`src/rtl/bean_pkg.sv`:
```
// Shared BEAN core definitions used by the fetch/decode path.
//   XPR_LEN               : instruction and PC width in bits
//   DECODER_CHANNEL_DEPTH : number of decoder channel slots
//   fetch_entry_t         : one buffered fetch result {pc, inst}
//   thermo_empty()        : per-slot empty vector from an occupancy count
package bean_pkg;

  localparam int unsigned XPR_LEN               = 32;
  localparam int unsigned DECODER_CHANNEL_DEPTH = 4;
  localparam int unsigned CHANNEL_CNT_W         = $clog2(DECODER_CHANNEL_DEPTH) + 1;

  typedef struct packed {
    logic [XPR_LEN-1:0] pc;
    logic [XPR_LEN-1:0] inst;
  } fetch_entry_t;

  // Bit i is set when slot i is at or beyond the occupancy count (thermometer code).
  function automatic logic [DECODER_CHANNEL_DEPTH-1:0] thermo_empty(
    input logic [CHANNEL_CNT_W-1:0] count
  );
    logic [DECODER_CHANNEL_DEPTH-1:0] res;
    res = '0;
    for (int unsigned i = 0; i < DECODER_CHANNEL_DEPTH; i++) begin
      res[i] = (CHANNEL_CNT_W'(i) >= count);
    end
    return res;
  endfunction

endpackage

```
`src/rtl/inst_queue_mem.sv`:
```
// Storage array for the instruction queue: DEPTH x WIDTH registers with one
// synchronous write port and one asynchronous read port. No reset; contents
// are only meaningful where the owning queue says an entry is occupied.
//   clk   : write clock
//   we    : write enable
//   waddr : write index
//   wdata : write data
//   raddr : read index
//   rdata : read data (combinational from the array)
module inst_queue_mem #(
  parameter int unsigned WIDTH = 64,
  parameter int unsigned DEPTH = 4,
  localparam int unsigned AW   = $clog2(DEPTH)
) (
  input  logic             clk,
  input  logic             we,
  input  logic [AW-1:0]    waddr,
  input  logic [WIDTH-1:0] wdata,
  input  logic [AW-1:0]    raddr,
  output logic [WIDTH-1:0] rdata
);

  logic [WIDTH-1:0] mem_q [DEPTH];

  always_ff @(posedge clk) begin
    if (we) begin
      mem_q[waddr] <= wdata;
    end
  end

  assign rdata = mem_q[raddr];

endmodule

```
`src/rtl/inst_queue.sv`:
```
// Instruction queue between fetch and decode. Buffers {inst, pc} pairs in a
// DEPTH-entry circular FIFO and presents them in program order. All outputs
// are driven from registers only; drop flushes every entry on the next edge.
//   clk, rst              : clock, asynchronous active-high reset
//   in_valid/in_inst/in_pc: fetch push request and payload
//   in_ready              : space available (no pass-through when full)
//   out_valid/inst/pc     : head entry (payload forced to 0 when empty)
//   out_ready             : decoder consumes the head
//   slot_empty            : bit i set when logical slot head+i is unoccupied
//   count                 : number of occupied entries
//   drop                  : flush (redirect); beats push and pop
module inst_queue
  import bean_pkg::*;
#(
  parameter int unsigned XPR_LEN = bean_pkg::XPR_LEN,
  parameter int unsigned DEPTH   = bean_pkg::DECODER_CHANNEL_DEPTH,
  localparam int unsigned PW     = $clog2(DEPTH),
  localparam int unsigned CW     = $clog2(DEPTH) + 1
) (
  input  logic               clk,
  input  logic               rst,
  input  logic               in_valid,
  input  logic [XPR_LEN-1:0] in_inst,
  input  logic [XPR_LEN-1:0] in_pc,
  output logic               in_ready,
  output logic               out_valid,
  output logic [XPR_LEN-1:0] out_inst,
  output logic [XPR_LEN-1:0] out_pc,
  input  logic               out_ready,
  output logic [DEPTH-1:0]   slot_empty,
  output logic [CW-1:0]      count,
  input  logic               drop
);

  localparam logic [CW-1:0] FullCount = CW'(DEPTH);

  logic [PW-1:0] head_q, head_d;
  logic [PW-1:0] tail_q, tail_d;
  logic [CW-1:0] count_q, count_d;
  logic          push, pop;
  logic [2*XPR_LEN-1:0] wdata, rdata;

  assign in_ready  = (count_q != FullCount);
  assign out_valid = (count_q != '0);

  // A push coincident with drop must not land in storage or move tail.
  assign push = in_valid && in_ready && !drop;
  assign pop  = out_valid && out_ready;

  always_comb begin
    head_d  = head_q;
    tail_d  = tail_q;
    count_d = count_q;
    if (drop) begin
      head_d  = '0;
      tail_d  = '0;
      count_d = '0;
    end else begin
      if (push) tail_d = tail_q + PW'(1);
      if (pop)  head_d = head_q + PW'(1);
      case ({push, pop})
        2'b10:   count_d = count_q + CW'(1);
        2'b01:   count_d = count_q - CW'(1);
        default: count_d = count_q;
      endcase
    end
  end

  always_ff @(posedge clk or posedge rst) begin
    if (rst) begin
      head_q  <= '0;
      tail_q  <= '0;
      count_q <= '0;
    end else begin
      head_q  <= head_d;
      tail_q  <= tail_d;
      count_q <= count_d;
    end
  end

  // Entry layout: pc in the upper half, inst in the lower half.
  assign wdata = {in_pc, in_inst};

  inst_queue_mem #(
    .WIDTH (2 * XPR_LEN),
    .DEPTH (DEPTH)
  ) u_mem (
    .clk   (clk),
    .we    (push),
    .waddr (tail_q),
    .wdata (wdata),
    .raddr (head_q),
    .rdata (rdata)
  );

  assign out_inst = out_valid ? rdata[XPR_LEN-1:0]         : '0;
  assign out_pc   = out_valid ? rdata[2*XPR_LEN-1:XPR_LEN] : '0;
  assign count    = count_q;

  // Reuse the decoder's helper when the queue matches the channel depth.
  if (DEPTH == DECODER_CHANNEL_DEPTH) begin : g_thermo_pkg
    assign slot_empty = thermo_empty(count_q);
  end else begin : g_thermo_local
    for (genvar i = 0; i < DEPTH; i++) begin : g_slot
      assign slot_empty[i] = (CW'(i) >= count_q);
    end
  end

endmodule

```
`config.mk`:
```
export PLATFORM = sky130hd
export DESIGN_NAME = inst_queue
export DESIGN_NICKNAME = d
export VERILOG_FILES = /design/src/rtl/bean_pkg.sv /design/src/rtl/inst_queue_mem.sv /design/src/rtl/inst_queue.sv
export SDC_FILE = /design/constraint.sdc
export NUM_CORES = 1
export LEC_CHECK = 0
export ABC_AREA = 1
export BUFFER_PORTS_ARGS = -buffer_cell sky130_fd_sc_hd__buf_2
export CAP_MARGIN = 20
export CORE_MARGIN = 2
export CORE_UTILIZATION = 55
export CTS_CLUSTER_SIZE = 8
export DETAILED_ROUTE_END_ITERATION = 10
export HOLD_SLACK_MARGIN = 0.15
export PLACE_DENSITY = 0.86
export SLEW_MARGIN = 20
export SYNTH_ARGS = -nofsm -noshare
export SYNTH_HDL_FRONTEND = slang
export SYNTH_SLANG_ARGS = --single-unit
```
`constraint.sdc`:
```
create_clock -name clk -period 6.9 [get_ports clk]
set_clock_uncertainty 0.2 [all_clocks]
set_input_delay 0.69 -clock clk [delete_from_list [all_inputs] [get_ports clk]]
set_output_delay 0.69 -clock clk [all_outputs]
set_load 0.005 [all_outputs]
```
==> results by group <==
Floorplanning
  • Core footprint: 18700 um^2
  • Ports: between 100 and 150
  • Initial Util: roughly 56%
  • Chip height: 142 um
  • Die X-Extent: ~140 um
  • # rows: 50
  • Die area: 20100 um^2

Setup path
  • R2R depth: 6
  • Worst Path Class, Setup: reg2out
  • Worst EP arrival: between 3 and 4 ns
  • CP endpoint kind: output port
  • Reg2reg end: u_mem.mem_q[0][12]$_DFFE_PP_
  • CP Launch Type: flop
  • Crit path cell chain: clkinv_2 > buf_4 > o21ai_0 > a21oi_1 > buf_2
  • Crit path largest cell delay: 0.80 ns
  • R2R Setup Slk: around 3.5 ns
  • Launch point of the critical path: head_q[0]$_DFFE_PP0P_
  • Crit path required time: 6.01 ns
  • R2R Path Start: count[0]$_DFFE_PP0P_
  • CP max stage cell: dfrtp_4
  • CP Max Fanout: 74
  • Crit path to: out_pc[2]

Global routing
  • Initial antenna violation count: 1
  • Largest net degree at the start of global routing: a little under 80
  • First-pass GRT wire length: 33700 um
  • Total GRT Usage: between 20% and 30%
  • GRT Residual Overflow: 0
  • Vias in the first global route: 6575

Timing
  • Highest Clock Rate: 240 MHz
  • Period utilization: approximately three fifths
  • Slew Limit Fails: 0
  • Final setup violation count: 0
  • RSZ-0062 raised after global routing: no
  • Setup TNS: 0 ns
  • Post-layout min period: 4.17 ns
  • Worst slew pin tran: 1.01 ns
  • Final worst setup slack: ~2.7 ns
  • Final Hold Vio Count: 0
  • Slew Limit Headroom: 32.6%

Routing
  • Drt wl/cell: 18.0 um
  • DRC errors left: 0
  • First-pass detailed-route iteration total: 5
  • WL final: 22000 um
  • Initial drt markers: 640
  • Routed Antenna Nets: 0
  • DR vias: 6779
  • Vias/cell: 5.54

Placed design
  • Placed Area: ~11000 um^2
  • Hpwl dp: 11500 um
  • PortBufs: 141
  • Placer Congestion: 0.814
  • Setup WS pre-CTS: roughly 3.3 ns

Synthesis
  • Yosys reg bits: 263
  • Sequential area share after synthesis: 75.2%
  • Synth Net Count: 912
  • Avg Inst Size Synth: between 10 and 15 um^2
  • Yosys cell types: 24
  • Post-Syn Area: 10500 um^2
  • Mapped Cells: approximately 830
  • Synthesis Warnings: 0

Clock network
  • Hold-fix buffers, CTS: 1
  • CTS clk-pin slew, worst paths: around 0.05 ns
  • Worst-Skew Late Latency: 0.50 ns
  • Maximum clock path buffer count: 3
  • Root buffer cell: clkbuf_16
  • CTS buffer count: 38
  • CTS tree: yes
  • CTS sink cnt: 263
  • H-Tree Depth: 2
  • Post-CTS Setup Bufs: 0
  • Cts repair resizes: 0

Cells and area
  • Layout cells sized above 1: 21.3%
  • Final core occ: between 60% and 70%
  • Fin area: 12400 um^2
  • Layout area overhead: 18.7%
  • Final Net Count: 1056
  • Fillers: 1270

Power
  • Worst VDD drop: 0.266 mV
  • Leakage: 4.59 nW
  • Power density of the placed cells: 366 nW/um^2

Run
  • Max-cap violations: 0

Outcome
  • Outcome: completed

Hold path
  • Hold WC Path Type: in2reg
==> synthesized netlist by cell type (all sizes together) <==
master,n,share of area [%]
a21oi,67,3.3
buf,35,1.9
clkbuf,13,0.47
dfrtp,7,1.7
edfxtp,256,74
ha,9,1.1
inv,17,0.61
nand2,25,1.1
nand3,5,0.24
nand4,1,0.060
nor2,263,9.4
nor3,1,0.048
o21ai,133,6.4
or2,1,0.060
xnor2,1,0.084
==> where the power goes <==
group	internal, mW	total (mW)	leakage (nW)	switching (mW)
clock network	1.05	1.64	0.515	0.591
logic	0.350	1.02	1.66	0.667
registers	1.84	1.89	2.42	0.0527
total	3.23	4.54	4.59	1.31
==> cells in the final DEF, fill, tap and decap left out, drive strengths merged, types with 5 or more instances in the layout <==
cell type,instances
nor2,263
inv,16
o21ai,133
clkbuf,49
dfrtp,7
a21oi,67
nand2,25
buf,151
ha,9
edfxtp,256
nand3,5
==> how the worst min path moves through the flow <==
stage / from / to / slack, ns / depth (start not counted)
floorplan: rst / count[0]$_DFFE_PP0P_ / 0.29 / 1
global placement: count[1]$_DFFE_PP0P_ / count[1]$_DFFE_PP0P_ / 0.34 / 2
detailed placement: count[1]$_DFFE_PP0P_ / count[1]$_DFFE_PP0P_ / 0.36 / 2
CTS: in_inst[4] / u_mem.mem_q[1][4]$_DFFE_PP_ / 0.18 / 1
global route: in_inst[30] / u_mem.mem_q[3][30]$_DFFE_PP_ / 0.19 / 1
finish: in_inst[5] / u_mem.mem_q[1][5]$_DFFE_PP_ / 0.20 / 1
==> sequential cells by signal, summed over array words and instances (netlist names) <==
register	cells
head_q	2
u_mem.mem_q	256
count	3
tail_q	2
==> worst max-delay path, delay by kind of cell, from the launching register on <==
family                 cells  cell delay, ns
flip-flops                 1            0.80
buffers and inverters      3            1.50
AO/OA/AOI/OAI              2            0.43
==> through the flow <==
| stage | std cells | power, mW | hold slack, ns |
|---|---|---|---|
| 2_1_floorplan | 834 | 2.53 | 0.293 |
| 3_3_place_gp | 1170 | 2.91 | 0.337 |
| 3_5_place_dp | 1170 | 2.93 | 0.358 |
| 4_1_cts | 1220 | 4.58 | 0.184 |
| 5_1_grt | 1221 | 4.77 | 0.188 |
| 6_report | 1224 | 4.54 | 0.202 |
==> final cells by class <==
type | instances | area, um^2 | area share [%]
sequential | 263 | 7870 | 63.4
multi-input combinational | 506 | 2310 | 18.6
clock buffer | 49 | 1060 | 8.51
timing repair buffer | 152 | 811 | 6.53
tap | 234 | 293 | 2.36
inverter | 17 | 65.1 | 0.524
antenna | 3 | 7.51 | 0.0605
==> metal layers <==
layer | GRT usage, % | wire [um] | vias up
met5 | 0 | 0 | -
met4 | 7.11 | 505 | 0
met3 | 5.64 | 1750 | 47
met2 | 37.0 | 11000 | 290
met1 | 27.4 | 8790 | 3215
li1 | - | - | 3227
==> logic make-up after synthesis <==
logic type / after synthesis / synth area share, %
AND/OR/NAND/NOR: 296 / 11.0
flip-flops: 263 / 75.2
AO/OA/AOI/OAI: 200 / 9.72
buffers and inverters: 65 / 2.96
adder cells (fa/ha/maj): 9 / 1.08
XOR/XNOR: 1 / 0.0838
No activity file was read; power rests on OpenSTA's default activity.
